[src/rtl/kitchen_timer_ctrl_if.sv]
// rtl/kitchen_timer_ctrl_if.sv - button/tick/strobe bundle between timer controller and its neighbours
//
// Signals:
//   EN_1HZ, EN_2HZ        prescaler ticks, one CLK cycle wide
//   M_INPUT, S_INPUT      debounced minute/second set buttons, 1=pressed
//   START, CLR            debounced start/stop and clear buttons, 1=pressed
//   ZERO                  counter datapath reads 00:00
//   M_INC, S_INC, DEC     one-cycle strobes into the MM:SS counter
//   CNT_CLR               one-cycle strobe: counter to 00:00
//   RUN, ARM, STATE       controller status
// Modports:
//   master  environment side (drives buttons, ticks, ZERO)
//   slave   controller side
interface kitchen_timer_ctrl_if;
    logic       EN_1HZ;
    logic       EN_2HZ;
    logic       M_INPUT;
    logic       S_INPUT;
    logic       START;
    logic       CLR;
    logic       ZERO;
    logic       M_INC;
    logic       S_INC;
    logic       DEC;
    logic       CNT_CLR;
    logic       RUN;
    logic       ARM;
    logic [1:0] STATE;

    modport master (
        output EN_1HZ, EN_2HZ, M_INPUT, S_INPUT, START, CLR, ZERO,
        input  M_INC, S_INC, DEC, CNT_CLR, RUN, ARM, STATE
    );

    modport slave (
        input  EN_1HZ, EN_2HZ, M_INPUT, S_INPUT, START, CLR, ZERO,
        output M_INC, S_INC, DEC, CNT_CLR, RUN, ARM, STATE
    );
endinterface

[src/rtl/kitchen_timer_ctrl.sv]
// rtl/kitchen_timer_ctrl.sv - kitchen timer set/run/pause/alarm control FSM
//
// Ports:
//   CLK   system clock
//   RES   synchronous active-low reset
//   bus   kitchen_timer_ctrl_if.slave: button levels, ticks and ZERO in;
//         M_INC/S_INC/DEC/CNT_CLR strobes, RUN, ARM and STATE out
// Parameters:
//   ALARM_SEC  EN_1HZ ticks ARM stays high before returning to SET (1..255)
//   RPT_DLY    EN_2HZ ticks a held M/S button waits before auto-repeat (1..15)
module kitchen_timer_ctrl #(
    parameter int unsigned ALARM_SEC = 10,
    parameter int unsigned RPT_DLY   = 2
) (
    input  logic                 CLK,
    input  logic                 RES,
    kitchen_timer_ctrl_if.slave  bus
);

    typedef enum logic [1:0] {
        ST_SET   = 2'd0,
        ST_RUN   = 2'd1,
        ST_PAUSE = 2'd2,
        ST_ALARM = 2'd3
    } state_t;

    localparam logic [3:0] RPT_DLY_C   = 4'(RPT_DLY);
    localparam logic [7:0] ALARM_SEC_C = 8'(ALARM_SEC);

    state_t     state;

    logic       m_prev;
    logic       s_prev;
    logic       start_prev;
    logic       clr_prev;

    logic [3:0] m_rpt_cnt;
    logic [3:0] s_rpt_cnt;
    logic [7:0] alarm_cnt;

    logic       m_inc_q;
    logic       s_inc_q;
    logic       dec_q;
    logic       cnt_clr_q;

    logic       m_rise;
    logic       s_rise;
    logic       start_rise;
    logic       clr_rise;
    logic       set_mode;
    logic       s_active;
    logic       m_rpt_fire;
    logic       s_rpt_fire;
    logic       m_req;
    logic       s_req;

    assign m_rise     = bus.M_INPUT & ~m_prev;
    assign s_rise     = bus.S_INPUT & ~s_prev;
    assign start_rise = bus.START   & ~start_prev;
    assign clr_rise   = bus.CLR     & ~clr_prev;

    // SET and PAUSE share the same M/S adjust behaviour.
    assign set_mode   = (state == ST_SET) || (state == ST_PAUSE);

    // A held M button masks S entirely: no S edges and no S repeat
    // counting until M is let go.
    assign s_active   = bus.S_INPUT & ~bus.M_INPUT;

    // The repeat counter saturates at RPT_DLY; every tick seen while
    // saturated produces one increment.
    assign m_rpt_fire = bus.M_INPUT & bus.EN_2HZ & (m_rpt_cnt == RPT_DLY_C);
    assign s_rpt_fire = s_active    & bus.EN_2HZ & (s_rpt_cnt == RPT_DLY_C);

    assign m_req      = m_rise | m_rpt_fire;
    assign s_req      = s_active & (s_rise | s_rpt_fire);

    // Edge detectors; during reset they track the live level so a button
    // held through reset never looks like a fresh press.
    always_ff @(posedge CLK) begin
        m_prev     <= bus.M_INPUT;
        s_prev     <= bus.S_INPUT;
        start_prev <= bus.START;
        clr_prev   <= bus.CLR;
    end

    // Auto-repeat hold counters.
    always_ff @(posedge CLK) begin
        if (!RES) begin
            m_rpt_cnt <= 4'd0;
            s_rpt_cnt <= 4'd0;
        end else begin
            if (!set_mode || !bus.M_INPUT) begin
                m_rpt_cnt <= 4'd0;
            end else if (bus.EN_2HZ && (m_rpt_cnt != RPT_DLY_C)) begin
                m_rpt_cnt <= m_rpt_cnt + 4'd1;
            end

            // Held at zero while M masks S, so S restarts its delay from
            // scratch once M is released.
            if (!set_mode || !s_active) begin
                s_rpt_cnt <= 4'd0;
            end else if (bus.EN_2HZ && (s_rpt_cnt != RPT_DLY_C)) begin
                s_rpt_cnt <= s_rpt_cnt + 4'd1;
            end
        end
    end

    // Main FSM with registered strobes. Priority in every state:
    // CLR > START > M > S > timer ticks.
    always_ff @(posedge CLK) begin
        if (!RES) begin
            state     <= ST_SET;
            alarm_cnt <= 8'd0;
            m_inc_q   <= 1'b0;
            s_inc_q   <= 1'b0;
            dec_q     <= 1'b0;
            cnt_clr_q <= 1'b0;
        end else begin
            m_inc_q   <= 1'b0;
            s_inc_q   <= 1'b0;
            dec_q     <= 1'b0;
            cnt_clr_q <= 1'b0;
            alarm_cnt <= 8'd0;

            unique case (state)
                ST_SET, ST_PAUSE: begin
                    if (clr_rise) begin
                        cnt_clr_q <= 1'b1;
                        state     <= ST_SET;
                    end else if (start_rise) begin
                        // Nothing to count down from 00:00, so stay put.
                        if (!bus.ZERO) begin
                            state <= ST_RUN;
                        end
                    end else if (m_req) begin
                        m_inc_q <= 1'b1;
                    end else if (s_req) begin
                        s_inc_q <= 1'b1;
                    end
                end

                ST_RUN: begin
                    if (clr_rise) begin
                        cnt_clr_q <= 1'b1;
                        state     <= ST_SET;
                    end else if (start_rise) begin
                        state <= ST_PAUSE;
                    end else if (bus.ZERO) begin
                        // Never decrement past 00:00.
                        state <= ST_ALARM;
                    end else if (bus.EN_1HZ) begin
                        dec_q <= 1'b1;
                    end
                end

                ST_ALARM: begin
                    if (clr_rise) begin
                        cnt_clr_q <= 1'b1;
                        state     <= ST_SET;
                    end else if (start_rise) begin
                        state <= ST_SET;
                    end else if (bus.EN_1HZ) begin
                        if ((alarm_cnt + 8'd1) == ALARM_SEC_C) begin
                            state <= ST_SET;
                        end else begin
                            alarm_cnt <= alarm_cnt + 8'd1;
                        end
                    end else begin
                        alarm_cnt <= alarm_cnt;
                    end
                end

                default: begin
                    state <= ST_SET;
                end
            endcase
        end
    end

    assign bus.M_INC   = m_inc_q;
    assign bus.S_INC   = s_inc_q;
    assign bus.DEC     = dec_q;
    assign bus.CNT_CLR = cnt_clr_q;
    assign bus.RUN     = (state == ST_RUN);
    assign bus.ARM     = (state == ST_ALARM);
    assign bus.STATE   = state;

endmodule

[src/flat_wrapper.sv]
// flat-port wrapper written by rule: the top's interface ports become plain ports
module kitchen_timer_ctrl_flat 
#(
    parameter int unsigned ALARM_SEC = 10,
    parameter int unsigned RPT_DLY   = 2
)
  (CLK, RES, bus_EN_1HZ, bus_EN_2HZ, bus_M_INPUT, bus_S_INPUT, bus_START, bus_CLR, bus_ZERO, bus_M_INC, bus_S_INC, bus_DEC, bus_CNT_CLR, bus_RUN, bus_ARM, bus_STATE);
  kitchen_timer_ctrl_if bus_i ();
  input  logic CLK;
  input  logic RES;
  input wire logic [$bits(bus_i.EN_1HZ)-1:0] bus_EN_1HZ;
  input wire logic [$bits(bus_i.EN_2HZ)-1:0] bus_EN_2HZ;
  input wire logic [$bits(bus_i.M_INPUT)-1:0] bus_M_INPUT;
  input wire logic [$bits(bus_i.S_INPUT)-1:0] bus_S_INPUT;
  input wire logic [$bits(bus_i.START)-1:0] bus_START;
  input wire logic [$bits(bus_i.CLR)-1:0] bus_CLR;
  input wire logic [$bits(bus_i.ZERO)-1:0] bus_ZERO;
  output wire logic [$bits(bus_i.M_INC)-1:0] bus_M_INC;
  output wire logic [$bits(bus_i.S_INC)-1:0] bus_S_INC;
  output wire logic [$bits(bus_i.DEC)-1:0] bus_DEC;
  output wire logic [$bits(bus_i.CNT_CLR)-1:0] bus_CNT_CLR;
  output wire logic [$bits(bus_i.RUN)-1:0] bus_RUN;
  output wire logic [$bits(bus_i.ARM)-1:0] bus_ARM;
  output wire logic [$bits(bus_i.STATE)-1:0] bus_STATE;
  assign bus_i.EN_1HZ = bus_EN_1HZ;
  assign bus_i.EN_2HZ = bus_EN_2HZ;
  assign bus_i.M_INPUT = bus_M_INPUT;
  assign bus_i.S_INPUT = bus_S_INPUT;
  assign bus_i.START = bus_START;
  assign bus_i.CLR = bus_CLR;
  assign bus_i.ZERO = bus_ZERO;
  assign bus_M_INC = bus_i.M_INC;
  assign bus_S_INC = bus_i.S_INC;
  assign bus_DEC = bus_i.DEC;
  assign bus_CNT_CLR = bus_i.CNT_CLR;
  assign bus_RUN = bus_i.RUN;
  assign bus_ARM = bus_i.ARM;
  assign bus_STATE = bus_i.STATE;
  kitchen_timer_ctrl #(.ALARM_SEC(ALARM_SEC), .RPT_DLY(RPT_DLY)) u_core (.CLK(CLK), .RES(RES), .bus(bus_i));
endmodule
[config.mk]
export PLATFORM = sky130hd
export DESIGN_NAME = kitchen_timer_ctrl_flat
export DESIGN_NICKNAME = d
export VERILOG_FILES = /design/src/rtl/kitchen_timer_ctrl_if.sv /design/src/rtl/kitchen_timer_ctrl.sv /design/src/flat_wrapper.sv
export SDC_FILE = /design/constraint.sdc
export NUM_CORES = 1
export LEC_CHECK = 0
export ABC_AREA = 1
export CAP_MARGIN = 20
export CORE_MARGIN = 4
export CORE_UTILIZATION = 57
export DETAILED_ROUTE_END_ITERATION = 8
export PLACE_DENSITY = 0.84
export SLEW_MARGIN = 20
export SYNTH_ARGS = -nofsm -noshare
export SYNTH_HDL_FRONTEND = slang
export SYNTH_SLANG_ARGS = --single-unit
[constraint.sdc]
create_clock -name CLK -period 3.4 [get_ports CLK]
set_input_delay 1.02 -clock CLK [delete_from_list [all_inputs] [get_ports CLK]]
set_output_delay 1.02 -clock CLK [all_outputs]
set_load 0.05 [all_outputs]
==> results of run 1 <==
## final cells by class
type	count	area share
Sequential cell	26	0.345
Multi-Input combinational cell	119	0.400
Timing Repair Buffer	16	0.106
Clock buffer	4	0.0241
Inverter	41	0.102
Tap cell	27	0.0224
## per-layer routing
layer / wire length, um / share of wire / GRT usage
met5: 0 / 0 / 0
met4: 24 / 0.0094 / 0.0486
met3: 112 / 0.044 / 0.0210
met2: 1270 / 0.50 / 0.307
met1: 1140 / 0.45 / 0.212
## stage by stage
step	cells	area, um2
floorplan	187	1280
CTS	233	1510
finish	233	1510
detailed placement	229	1470
global route	233	1510
global placement	229	1470
## registers in the layout, indices dropped and copies added (netlist names)
signal              count
u_core.alarm_cnt        8
u_core.bus.CNT_CLR      1
u_core.bus.DEC          1
u_core.bus.M_INC        1
u_core.bus.STATE        2
u_core.bus.S_INC        1
u_core.clr_prev         1
u_core.m_prev           1
u_core.m_rpt_cnt        4
u_core.s_prev           1
u_core.s_rpt_cnt        4
u_core.start_prev       1
## cell families after synthesis
kind of cell / count (synthesis) / share of synthesized area
adder cells (fa/ha/maj): 6 / 0.0586
buffers and inverters: 42 / 0.123
flip-flops: 26 / 0.406
AND/OR/NAND/NOR: 79 / 0.271
AO/OA/AOI/OAI: 34 / 0.141
## critical path, cell delays in order (launching register included)
cell and delay (ns):
dfxtp_1 0.44, inv_1 0.12, nor2_2 0.14, clkdlybuf4s50_1 0.82
## placed cells by master, fill, tap and decap left out
cell             synthesis  final
inv_1                   41     41
nand2_1                 40     40
dfxtp_1                 26     26
a21oi_1                 16     16
clkdlybuf4s50_1          0     16
nand3_1                 14     14
o21ai_0                 13     13
nor2_1                  12     12
ha_1                     6      6
nand4_1                  5      5
nor2_2                   3      3
a211oi_1                 3      3
clkbuf_4                 0      3
nor3_1                   2      2
o21ai_1                  1      1
nand2_2                  1      1
or2_2                    1      1
nand3_2                  1      1
a22oi_1                  1      1
clkbuf_8                 0      1
## power breakdown
group	switching, mW	internal, mW
Clock	0.0907	0.0655
Sequential	0.00676	0.313
Combinational	0.0555	0.0315
Total	0.153	0.410
## worst max path at each step
stage,to,slack [ns],depth (start not counted)
3_5_place_dp,u_core.bus.STATE[1],0.82,12
2_1_floorplan,bus_RUN,1.05,2
6_report,bus_RUN,0.54,3
4_1_cts,bus_RUN,0.55,3
5_1_grt,bus_RUN,0.48,3
3_3_place_gp,u_core.bus.STATE[0],0.82,11
==> results.txt, run 1 <==
Pre-CTS setup slack: 0.824 ns
Setup violators final: 0
Post-route ant nets: 0
Worst skew pair latency: 0.32 ns
Min-Delay Endpoint: u_core.m_rpt_cnt[3]
Drt total wl: 2.55 mm
Tcrit/Tclk final: 0.840
Final core utilization: 0.738
Starting Density: 0.627
Vias/cell: 5.28
DRT iter0 DRCs: 33
Die Y: 55.4 um
CTS tree: done
Ys async rst share: 0
Syn Area/Cell: 6.85 um2
WL/cell: 10.9 um
Die area: 3070 um2
Cts hold-fix bufs: 0
Max Cap Viol: 0
Unique cell type count in the Yosys netlist: 18
Worst hold path class: flip-flop to flip-flop
First-pass GRT wire length: 4.47 mm
Drt pass-1 iters: 4
Post_cts resized: 0
Cells after Synth: 187
Fin crit period: 2.86 ns
Sequential area share after synthesis: 0.406
Cell area after synthesis: 1280 um2
GP Congestion: 0.790
GRT Residual Overflow: 0
Crit path capture type: primary output
Startpoint Class: flip-flop
Most common cell in the synthesized netlist: inv_1
CP Data Arrival Time: 1.84 ns
Flop-to-flop setup slack: 1.63 ns
Hold Crit Depth: 2
Synth top area share: 0.406
Setup WS post-layout: 0.545 ns
CTS clk-pin slew, worst paths: 0.13 ns
Clock buffer depth: 2
Maximum vdd drop: 0.326 mV
CTS H-tree depth: 1
Clk_skew: 0.00232 ns
Setup bufs post-CTS: 0
Synthesized Nets: 202
Nets: 222
Relative slew slack: 0.662
Reg2reg end: u_core.bus.STATE[1]
Number of synthesized register bits: 26
Worst-path fanout max: 6
Vias: 1230
Post-synth EDFFs: 0
Worst-margin pin slew: 0.506 ns
Area contributors post-synth: dfxtp_1 (41%), inv_1 (12%), nand2_1 (12%), a21oi_1 (6.3%), ha_1 (5.9%)
Reg2Reg Depth: 11
Final Max Tran Viols: 0
Vias in the first global route: 1099
Largest net degree at the start of global routing: 15
Cell taking the most area after synthesis: dfxtp_1
Tot Pwr: 0.563 mW
GRT Overall Usage: 0.171
RSZ-0062 raised after global routing: no
Crit path launch: u_core.bus.STATE[0]
CTS sink cnt: 26
DRC viols: 0
CTS Buf Count: 3
Die width: 55.4 um
Setup TNS: 0 ns
Input/output buffers: 16
CTS root buffer: clkbuf_4
Most used DFF post-synth: dfxtp_1
PwrDens: 374 nW/um2
Worst Hold Slack: 0.496 ns
Area grow syn2layout: 17.7%
Min-delay src: u_core.m_rpt_cnt[3]
Share of post-route cells with drive strength above 1: 0.0485
WS Path Type: flip-flop to primary output
Final Hold Fails: 0
Seq. cell area: 520 um2
Status: finished clean
Diode count: 0
Ys Warns: 0
Static Leak: 0.688 nW
Post-synth top cells: inv_1 (41), nand2_1 (40), dfxtp_1 (26)
Area of the multi-input gates: 603 um2
IO Count: 17
Core box area: 2040 um2
Post-DP HPWL: 2.00 mm
Antenna violations before repair: 0
Row count: 16
Fmax: 350 MHz
CP required: 2.38 ns
Fillers: 171
Critical R2R Launch: u_core.alarm_cnt[0]
Power figures use the tool's default switching activity.
==> inputs of run 2 (changes only) <==
--- a/config.mk
+++ b/config.mk
@@ -8,9 +8,9 @@
 export ABC_AREA = 1
 export CAP_MARGIN = 20
 export CORE_MARGIN = 4
-export CORE_UTILIZATION = 57
+export CORE_UTILIZATION = 48
 export DETAILED_ROUTE_END_ITERATION = 8
-export PLACE_DENSITY = 0.84
+export PLACE_DENSITY = 0.76
 export SLEW_MARGIN = 20
 export SYNTH_ARGS = -nofsm -noshare
 export SYNTH_HDL_FRONTEND = slang
==> constraint.sdc (replaced) <==
create_clock -name CLK -period 2.3 [get_ports CLK]
set_input_delay 0.69 -clock CLK [delete_from_list [all_inputs] [get_ports CLK]]
set_output_delay 0.69 -clock CLK [all_outputs]
set_load 0.05 [all_outputs]
==> run 2 against run 1 <==
Global-route usage decreased by 1.1 points. Die area increased by 16%. Register-to-register slack got worse by 1.1 ns. Combinational power increased by 46%.
==> results.txt, run 2 (synthesis gave the netlist of run 1 again) <==
Fmax: 466 MHz
IO Count: 17
Setup TNS: 0 ns
Vias/cell: 5.11
Most flops, register: u_core.alarm_cnt
Post-DP HPWL: 2.05 mm
Startpoint Class: flip-flop
GRT busiest layer: met2
Top Family by Delay on Critical Path: buffers and inverters
Row count: 18
Seq pwr share: 0.570
Most common cell after layout, fill and taps aside: inv_1
CTS root buffer: clkbuf_4
Crit path capture type: primary output
Internal: 0.605 mW
WS Path Type: flip-flop to primary output
Largest register FFs: 8
Clock buffer depth: 2
Tcrit/Tclk final: 0.933
Relative slew slack: 0.663
WL/cell: 10.8 um
GRT Overall Usage: 0.160
Nets: 223
Static Leak: 0.716 nW
Crit-path max cell delay: 0.80 ns
Combinational power share: 0.153
Final Hold Fails: 0
Met2 Track Usage GR: 0.293
RSZ-0062 raised after global routing: no
CP Data Arrival Time: 1.46 ns
Status: finished clean
CTS Buf Count: 3
Worst skew pair latency: 0.32 ns
Cts hold-fix bufs: 0
Clk_skew: 0.00378 ns
Largest regs: u_core.alarm_cnt: 8 flops, u_core.m_rpt_cnt: 4 flops, u_core.s_rpt_cnt: 4 flops
GRT Residual Overflow: 0
Share of post-route cells with drive strength above 1: 0.0628
Buf/Inv on CP: 1
Vias in the first global route: 1104
Clock share of power: 0.277
CP max stage cell: clkdlybuf4s50_1
Worst-margin pin slew: 0.505 ns
CP required: 1.61 ns
Core box area: 2520 um2
Most frequent cells in the layout: inv_1 (41), nand2_1 (40), dfxtp_1 (26)
Diode count: 0
Max Cap Viol: 0
Met3 usage: 0.0238
CTS sink cnt: 26
CTS H-tree depth: 1
DRT iter0 DRCs: 68
Sw Share: 0.270
Worst Hold Slack: 0.497 ns
CTS tree: done
DRC viols: 0
Vias: 1210
Antenna violations before repair: 0
Maximum vdd drop: 0.414 mV
CTS clk-pin slew, worst paths: 0.14 ns
Fin crit period: 2.15 ns
Die area: 3560 um2
Cells along the critical path: clkdlybuf4s50_1
Area grow syn2layout: 18.3%
Final core utilization: 0.601
PwrDens: 548 nW/um2
Starting Density: 0.508
Final Max Tran Viols: 0
Post-route ant nets: 0
Setup violators final: 0
Worst-path fanout max: 1
Worst hold path class: flip-flop to flip-flop
GR Util met1: 0.178
Die Y: 59.7 um
Die width: 59.7 um
Drt total wl: 2.56 mm
Input/output buffers: 16
First-pass GRT wire length: 4.40 mm
Post_cts resized: 1
Switching power: 0.224 mW
GP Congestion: 0.793
Setup bufs post-CTS: 0
Largest net degree at the start of global routing: 15
Drt pass-1 iters: 5
[run 2: cell count changes in the layout (fill, tap and decap cells not counted), sizes merged]
cell and delta:
clkdlybuf4s50 -4, buf +3, dlymetal6s2s +1, dlygate4sd2 +1
[run 2: worst paths after layout]
| kind | from | end | slack, ns | cells after the start |
|---|---|---|---|---|
| setup / recovery | u_core.bus.CNT_CLR | bus_CNT_CLR | 0.15 | 1 |
| hold reg to reg | u_core.s_rpt_cnt[3] | u_core.s_rpt_cnt[3] | 0.50 | 2 |
| hold / removal | u_core.s_rpt_cnt[3] | u_core.s_rpt_cnt[3] | 0.50 | 2 |
| setup reg to reg | u_core.alarm_cnt[0] | u_core.bus.STATE[1] | 0.57 | 11 |
[run 2: layout make-up]
cell class | count | area, um2
flip-flops and latches | 26 | 520
inverters | 41 | 154
multi-input cells | 119 | 603
fillers | 240 | 1010
repair buffers | 17 | 164
clock buffers | 4 | 36.3
well taps | 30 | 37.5
[run 2: power groups by stage]
stage / clock (mW) / sequential [mW] / combinational (mW)
3_3_place_gp: 0 / 0.483 / 0.124
6_report: 0.230 / 0.473 / 0.127
2_1_floorplan: 0 / 0.501 / 0.0630
5_1_grt: 0.251 / 0.475 / 0.139
4_1_cts: 0.237 / 0.473 / 0.128
3_5_place_dp: 0 / 0.484 / 0.128
[run 2: routing by layer]
| layer | vias to the layer above | routed length (um) |
|---|---|---|
| li1 | 632 | - |
| met3 | 6 | 73 |
| met1 | 550 | 1090 |
| met5 | - | 0 |
| met4 | 0 | 38 |
| met2 | 22 | 1350 |
[run 2: metrics by stage]
step	instances	cell area [um2]	power, mW	setup WS, ns
after floorplan	187	1280	0.564	0.198
after CTS	237	1510	0.838	0.0229
after global placement	233	1480	0.607	0.165
after global routing	237	1520	0.866	0.0872
after detailed placement	233	1480	0.612	0.0609
final	237	1520	0.830	0.154
